**src/rtl/alu_issue.sv**
```systemverilog
// Issue/decode front-end for the 32-bit combinational ALU: decodes one instruction
// per handshake into ALU operands/op, then captures and returns the ALU result.
module alu_issue (
   input  logic        clk,
   input  logic        rst_n,
   input  logic        in_valid,
   output logic        in_ready,
   input  logic [31:0] in_instr,
   input  logic [31:0] in_rs_val,
   input  logic [31:0] in_rt_val,
   output logic [31:0] alu_a,
   output logic [31:0] alu_b,
   output logic [2:0]  alu_op,
   input  logic [31:0] alu_out,
   output logic        out_valid,
   input  logic        out_ready,
   output logic [31:0] out_result,
   output logic        out_zero,
   output logic        out_illegal
);
   localparam int unsigned XLEN = 32;
   localparam int unsigned OPW  = 3;

   localparam logic [OPW-1:0] OP_ADD = 3'b000;
   localparam logic [OPW-1:0] OP_SUB = 3'b001;
   localparam logic [OPW-1:0] OP_AND = 3'b010;
   localparam logic [OPW-1:0] OP_OR  = 3'b011;
   localparam logic [OPW-1:0] OP_XOR = 3'b100;
   localparam logic [OPW-1:0] OP_SLL = 3'b101;
   localparam logic [OPW-1:0] OP_SRL = 3'b110;
   localparam logic [OPW-1:0] OP_NOT = 3'b111;

   localparam logic [5:0] OPC_RTYPE = 6'b000000;
   localparam logic [5:0] OPC_BEQ   = 6'b000100;
   localparam logic [5:0] OPC_ADDI  = 6'b001000;
   localparam logic [5:0] OPC_ANDI  = 6'b001100;
   localparam logic [5:0] OPC_ORI   = 6'b001101;
   localparam logic [5:0] OPC_XORI  = 6'b001110;

   localparam logic [5:0] F_SLL = 6'b000000;
   localparam logic [5:0] F_SRL = 6'b000010;
   localparam logic [5:0] F_ADD = 6'b100000;
   localparam logic [5:0] F_SUB = 6'b100010;
   localparam logic [5:0] F_AND = 6'b100100;
   localparam logic [5:0] F_OR  = 6'b100101;
   localparam logic [5:0] F_XOR = 6'b100110;
   localparam logic [5:0] F_NOT = 6'b100111;

   typedef enum logic [1:0] {IDLE, EXEC, RESP} state_t;

   state_t          state_q, state_d;
   logic [XLEN-1:0] alu_a_q, alu_a_d, alu_b_q, alu_b_d;
   logic [OPW-1:0]  alu_op_q, alu_op_d;
   logic            illegal_q, illegal_d;
   logic [XLEN-1:0] out_result_q, out_result_d;
   logic            out_zero_q, out_zero_d;
   logic            out_illegal_q, out_illegal_d;
   logic            in_ready_q, in_ready_d;
   logic            out_valid_q, out_valid_d;

   logic [5:0]      opcode, funct;
   logic [4:0]      shamt;
   logic [15:0]     imm;
   logic [XLEN-1:0] dec_a, dec_b;
   logic [OPW-1:0]  dec_op;
   logic            dec_illegal;
   logic            unused_reg_fields;

   assign opcode = in_instr[31:26];
   assign funct  = in_instr[5:0];
   assign shamt  = in_instr[10:6];
   assign imm    = in_instr[15:0];
   // Register specifiers arrive already resolved as in_rs_val/in_rt_val.
   assign unused_reg_fields = ^in_instr[25:16];

   // Instruction decode into ALU operands and op code
   always_comb begin
      dec_a       = in_rs_val;
      dec_b       = in_rt_val;
      dec_op      = OP_ADD;
      dec_illegal = 1'b0;
      case (opcode)
         OPC_RTYPE: begin
            case (funct)
               F_ADD: dec_op = OP_ADD;
               F_SUB: dec_op = OP_SUB;
               F_AND: dec_op = OP_AND;
               F_OR:  dec_op = OP_OR;
               F_XOR: dec_op = OP_XOR;
               F_SLL: begin dec_op = OP_SLL; dec_a = in_rt_val; dec_b = XLEN'(shamt); end
               F_SRL: begin dec_op = OP_SRL; dec_a = in_rt_val; dec_b = XLEN'(shamt); end
               F_NOT: begin dec_op = OP_NOT; dec_b = '0; end
               default: dec_illegal = 1'b1;
            endcase
         end
         OPC_ADDI: begin dec_op = OP_ADD; dec_b = {{16{imm[15]}}, imm}; end
         OPC_ANDI: begin dec_op = OP_AND; dec_b = XLEN'(imm); end
         OPC_ORI:  begin dec_op = OP_OR;  dec_b = XLEN'(imm); end
         OPC_XORI: begin dec_op = OP_XOR; dec_b = XLEN'(imm); end
         OPC_BEQ:  dec_op = OP_SUB;
         default:  dec_illegal = 1'b1;
      endcase
      if (dec_illegal) begin
         dec_a  = '0;
         dec_b  = '0;
         dec_op = OP_ADD;
      end
   end

   // Next-state and registered-output logic
   always_comb begin
      state_d       = state_q;
      alu_a_d       = alu_a_q;
      alu_b_d       = alu_b_q;
      alu_op_d      = alu_op_q;
      illegal_d     = illegal_q;
      out_result_d  = out_result_q;
      out_zero_d    = out_zero_q;
      out_illegal_d = out_illegal_q;
      case (state_q)
         IDLE: begin
            if (in_valid && in_ready_q) begin
               state_d   = EXEC;
               alu_a_d   = dec_a;
               alu_b_d   = dec_b;
               alu_op_d  = dec_op;
               illegal_d = dec_illegal;
            end
         end
         EXEC: begin
            state_d       = RESP;
            out_result_d  = illegal_q ? '0 : alu_out;
            out_zero_d    = illegal_q || (alu_out == '0);
            out_illegal_d = illegal_q;
         end
         RESP: begin
            if (out_ready) state_d = IDLE;
         end
         default: state_d = IDLE;
      endcase
      in_ready_d  = (state_d == IDLE);
      out_valid_d = (state_d == RESP);
   end

   always_ff @(posedge clk) begin
      if (!rst_n) begin
         state_q       <= IDLE;
         alu_a_q       <= '0;
         alu_b_q       <= '0;
         alu_op_q      <= OP_ADD;
         illegal_q     <= 1'b0;
         out_result_q  <= '0;
         out_zero_q    <= 1'b0;
         out_illegal_q <= 1'b0;
         in_ready_q    <= 1'b1;
         out_valid_q   <= 1'b0;
      end else begin
         state_q       <= state_d;
         alu_a_q       <= alu_a_d;
         alu_b_q       <= alu_b_d;
         alu_op_q      <= alu_op_d;
         illegal_q     <= illegal_d;
         out_result_q  <= out_result_d;
         out_zero_q    <= out_zero_d;
         out_illegal_q <= out_illegal_d;
         in_ready_q    <= in_ready_d;
         out_valid_q   <= out_valid_d;
      end
   end

   assign in_ready    = in_ready_q;
   assign out_valid   = out_valid_q;
   assign alu_a       = alu_a_q;
   assign alu_b       = alu_b_q;
   assign alu_op      = alu_op_q;
   assign out_result  = out_result_q;
   assign out_zero    = out_zero_q;
   assign out_illegal = out_illegal_q;

endmodule

```
**config.mk**
```make
export PLATFORM = sky130hd
export DESIGN_NAME = alu_issue
export DESIGN_NICKNAME = d
export VERILOG_FILES = /design/src/rtl/alu_issue.sv
export SDC_FILE = /design/constraint.sdc
export NUM_CORES = 1
export LEC_CHECK = 0
export CELL_PAD_IN_SITES_DETAIL_PLACEMENT = 1
export CELL_PAD_IN_SITES_GLOBAL_PLACEMENT = 1
export CORE_ASPECT_RATIO = 2
export CORE_MARGIN = 3
export CORE_UTILIZATION = 30
export DETAILED_ROUTE_END_ITERATION = 8
export PLACE_DENSITY = 0.88
export SLEW_MARGIN = 20
export SYNTH_ARGS = -nofsm -noshare
export SYNTH_HDL_FRONTEND = slang
export SYNTH_SLANG_ARGS = --single-unit
```
**constraint.sdc**
```tcl
create_clock -name clk -period 2.4 [get_ports clk]
set_input_delay 0.24 -clock clk [delete_from_list [all_inputs] [get_ports clk]]
set_output_delay 0.24 -clock clk [all_outputs]
set_load 0.01 [all_outputs]
```
======== Word-level counts from Yosys, hierarchy flattened ========
Index checks and enable logic that the tools add are counted.
storage, ports and cells
  word-level logic and storage cells ...... 52
  register bits ........................... 106
  output and inout bits ................... 103
  input bits .............................. 132
cells by class
  reductions and logical operators ........ 12
  equality and inequality tests ........... 15
  muxes and demuxes ....................... 15
operators by type and width
  cell                                                                    number
  32-bit 2-to-1 mux                                                       5
  32-bit case mux with 3 select lines                                     1
  32-bit case mux with 2 select lines                                     1
  6-bit equality test (second input constant)                             6
  32-bit logical NOT                                                      1
  6-bit by 4-bit equality test with 1-bit output (second input constant)  4
  3-bit case mux with 7 select lines                                      1
  3-bit case mux with 5 select lines                                      1
  6-bit logical NOT                                                       2
  8-bit OR reduction                                                      1
  6-bit by 2-bit equality test with 1-bit output (second input constant)  1
  6-bit by 3-bit equality test with 1-bit output (second input constant)  1
  2-bit case mux with 3 select lines                                      1
  5-bit OR reduction                                                      1
  2-bit equality test (second input constant)                             2
  2-bit logical NOT                                                       2
  2-bit 2-to-1 mux                                                        2
  3-bit 2-to-1 mux                                                        1
  3-bit OR reduction                                                      1
  2-bit by 1-bit equality test with 1-bit output (second input constant)  1
  1-bit case mux with 2 select lines                                      1
  2-bit AND reduction                                                     1
  2-bit OR reduction                                                      1
  1-bit logical AND                                                       1
  2 further kinds                                                         2

======== Longest topological paths before layout ========
  depth after elaboration ................. 5
  depth in mapped cells ................... 7
  depth with buffers taken out ............ 5

======== Worst setup path after synthesis ========
Ideal clock, no wire load.
  path kind ............................... input to register
  start point ............................. in in_instr[29]
  end point ............................... reg alu_b_q[2], in the netlist alu_b[2]
  stages on the path ...................... 6
  data arrival time ....................... 1.358 ns
  path buffers ............................ 1
  setup time .............................. 0.126 ns
  data required time ...................... 2.274 ns
  slack ................................... 0.916 ns
  path through ............................ nor3_2 nand3_1 o22a_1 buf_6 a222oi_1 o21ai_1
between the ends
  cells in the longest elaborated chain, start to end .. 4
  elaborated cells on any way between the ends .. 11
  classes of those cells .................. 5 x eq/ne; 3 x mux; 3 x reduce/logical
ends and longest elaborated chain
  item                                                                                                                     RTL line  source
  start: declaration                                                                                                       8         input logic [31:0] in_instr,
  6-bit by 3-bit equality test with 1-bit output / 6-bit by 4-bit equality test with 1-bit output (equally long branches)  82        case (opcode)
  5-bit OR reduction (no line) / 3-bit OR reduction (equally long branches)                                                -
  1-bit case mux with 2 select lines / 32-bit case mux with 3 select lines (equally long branches)                         82
  32-bit 2-to-1 mux (*)                                                                                                    103       if (dec_illegal) begin
  end signal: assignment                                                                                                   160       alu_b_q <= alu_b_d;
  end: declaration                                                                                                         52        logic [XLEN-1:0] alu_a_q, alu_a_d, alu_b_q, alu_b_d;
Mark *: on every way between the ends. The rest lies on a longest branch, timed or not.
A chain may end at the register's enable or synchronous reset.

======== Worst setup path after layout ========
  start point ............................. in in_instr[26]
  end point ............................... reg alu_b_q[27], in the netlist alu_b[27]
The elaborated chain is that of the path after synthesis.

==> impl_metrics.json <==
{
  "status": "completed",
  "synth_cell_type_count": 41,
  "grt_pass1_wl_microns": 26180,
  "multi_input_area_sq_um": 2127,
  "setup.worst_path.end_class": "flop",
  "cellLeakagePower_nw": 2.763,
  "clock_latency_ns": 0.34,
  "total_power_w": 0.004108,
  "first_iter_violations": 119,
  "ant_nets": 0,
  "num_vias": 4566,
  "post-route-min-period_ns": 2.045,
  "hold_viol_final": 0,
  "syn_area_per_cell_sq_um": 8.796,
  "via_per_inst": 4.996,
  "h-tree-depth": 3,
  "synth-seq-cells": 106,
  "rsz0062_at_grt": "false",
  "grt_use_total_pct": 20.27,
  "nets": 849,
  "dr_wl_met3_microns": 1136,
  "hp-class": "flop to flop",
  "met1Wirelength_microns": 6027,
  "grt_pass1_vias": 4934,
  "start_util_pct": 30.71,
  "die_area_sq_um": 16270,
  "required_ns": 2.62,
  "grt_max_degree": 65,
  "port_buffers": 224,
  "yosys_warnings": 0,
  "setup_viol": 0,
  "crit_fanout": 15,
  "core_area_sq_um": 14350,
  "clockBufferDepth": 2,
  "cts_hold_buf": 0,
  "die_w_microns": 91.70,
  "gp_congestion": 0.8355,
  "fin_util_pct": 50.55,
  "grt_overflow_total": 0,
  "cts.sinks": 106,
  "first_pass_iters": 4,
  "drt_wl_total_microns": 16730,
  "arrival_ns": 2.26,
  "synthesis.nets": 633,
  "max-slew-margin-rel_pct": 59.04,
  "post-cts-setup-buffer-count": 0,
  "drc": 0,
  "maxCapViolCount": 0,
  "diodes": 0,
  "ios": 235,
  "critPathLaunchType": "primary input",
  "path_clk_slew_ns": 0.07,
  "dieHeight_microns": 177.4,
  "synthCells": 501,
  "max_freq_mhz": 489.0,
  "syn_area_sq_um": 4407,
  "row_count": 62,
  "finalNonFillerCells": 914,
  "fin_skew_ns": 0.01186,
  "cts_repair_resize_count": 0,
  "met2WireLength_microns": 9049,
  "ir_drop_v": 0.0004457,
  "area_growth_pct": 64.62,
  "drive_above_1_share_pct": 5.956,
  "antenna_found_initial": 0,
  "fill_cells": 1638,
  "slew_violations": 0,
  "dpl.hpwl_microns": 13370,
  "wl_per_cell_microns": 18.31,
  "seq_area_sq_um": 2122,
  "dp_cells": 898,
  "cts_made_buffers": 9,
  "ctsRootBufferMaster": "clkbuf_16",
  "worstSetupPathType": "primary input to flop",
  "top_layer": "met4",
  "dpl_worst_slack_ns": -0.03478,
  "cts_tree": "done",
  "fin_ws_ns": 0.3549,
  "worst_slew_pin_slew_ns": 0.6143,
  "period_share_pct": 85.21,
  "ys_seq_area_share_pct": 48.15,
  "power.density_nw_per_um2": 566.3
}
[cell usage in the layout (no fill, tap or decap), drive strengths merged, types with 2 or more instances in the layout]
cell and instances:
a21boi 2, clkinv 2, nor3b 32, a21oi 50
nand3 2, clkbuf 9, nand2b 2, dfxtp 106
buf 19, mux2i 34, o21ai 66, nor4 8
a22o 3, nor3 3, a22oi 11, clkdlybuf4s50 224
nand4 3, nor2b 36, nor2 11, bufinv 2
a222oi 5, nand2 70, inv 6, a21o 2
[flip-flops by register name, summed over array words and instances (netlist names)]
name	cells
alu_a	32
alu_b	32
alu_op	3
illegal_q	1
in_ready	1
out_illegal	1
out_result	32
out_valid	1
out_zero	1
state_q	2
[per-stage QoR]
step | area, sq um | TNS, ns | hold WS, ns
after global placement | 6923 | 0 | 0.4362
final | 7254 | 0 | 0.4524
after global routing | 7254 | 0 | 0.4906
after floorplan | 4407 | 0 | 0.4002
after CTS | 7254 | 0 | 0.4599
after detailed placement | 6923 | -0.05462 | 0.4431
[report_power, final]
part / total (W) / switching (W) / internal [W]
Clock: 0.00162 / 0.000690 / 0.000934
Sequential: 0.00183 / 0.0000255 / 0.00181
Combinational: 0.000652 / 0.000288 / 0.000364
Total: 0.00411 / 0.00100 / 0.00310
[synthesized netlist by cell type]
cell type	number	share of area [%]
buf_1	1	0.085
xnor2_1	1	0.20
a311oi_1	1	0.20
nor4bb_1	1	0.23
nor4_1	8	1.1
o22ai_1	1	0.14
a2111oi_0	1	0.20
o311a_1	1	0.23
a21boi_0	2	0.34
o21ai_0	60	6.8
a21o_1	2	0.34
buf_2	7	0.79
o21ai_1	6	0.68
o21bai_1	1	0.17
nor3b_1	32	5.5
nor2_2	1	0.14
nor2_1	10	0.85
nor3_2	2	0.45
a22o_1	3	0.60
dfxtp_1	106	48
inv_2	1	0.085
o32ai_1	1	0.20
o22a_1	1	0.20
a31oi_1	1	0.14
mux2i_1	34	7.7
nor2b_1	36	5.1
a21oi_1	50	5.7
inv_1	2	0.17
nand3_1	2	0.23
o2111ai_1	1	0.20
a22oi_1	11	1.9
and3_1	1	0.14
maj3_2	1	0.26
nand2b_1	2	0.28
clkbuf_1	29	2.5
nand4_1	3	0.43
and2_1	1	0.14
nor3_1	1	0.11
buf_6	1	0.26
a222oi_1	5	1.1
nand2_1	70	6.0
[routing by layer]
metal | vias to the layer above | global-route usage (%)
li1 | 2203 | -
met1 | 2143 | 20.59
met2 | 192 | 38.78
met3 | 28 | 5.303
met4 | 0 | 7.754
met5 | - | 0
[kinds of logic (layout without fill, tap and decap cells)]
kind of cell               count (synthesis)  count (layout)  share of synthesized area, %
AOI/OAI and AO/OA                        148             148                         19.14
xor gates and xnor gates                   1               1                        0.1988
adders and majority gates                  1               1                        0.2555
buffers and inverters                     41             262                         3.861
DFF                                      106             106                         48.15
muxes                                     34              34                         7.723
and+or+nand+nor                          170             170                         20.67
[worst paths after layout]
path	endpoint	from	slack [ns]	depth (start not counted)
setup / recovery	alu_b[27]$_SDFFE_PN0P_	in_instr[26]	0.35	7
hold / removal	alu_b[8]$_SDFFE_PN0P_	alu_b[8]$_SDFFE_PN0P_	0.45	2
setup reg to reg	alu_a[23]$_SDFFE_PN0P_	state_q[0]$_SDFF_PN0_	0.66	7
hold reg to reg	alu_b[8]$_SDFFE_PN0P_	alu_b[8]$_SDFFE_PN0P_	0.45	2
[layout make-up]
type,instances,area share [%]
clock buffers,9,3.105
clock inverters,7,1.466
inverters,3,0.1552
multi-input cells,354,29.32
flip-flops and latches,106,29.25
well taps,192,3.311
repair buffers,243,33.39
[worst max-delay path, cell delays in order]
cell and delay (ns):
clkdlybuf4s50_1 0.55, nor3_2 0.27, nand3_1 0.21, o22a_1 0.44, buf_4 0.29, a21oi_1 0.16
o21ai_0 0.09
No activity file was read; power rests on OpenSTA's default activity.
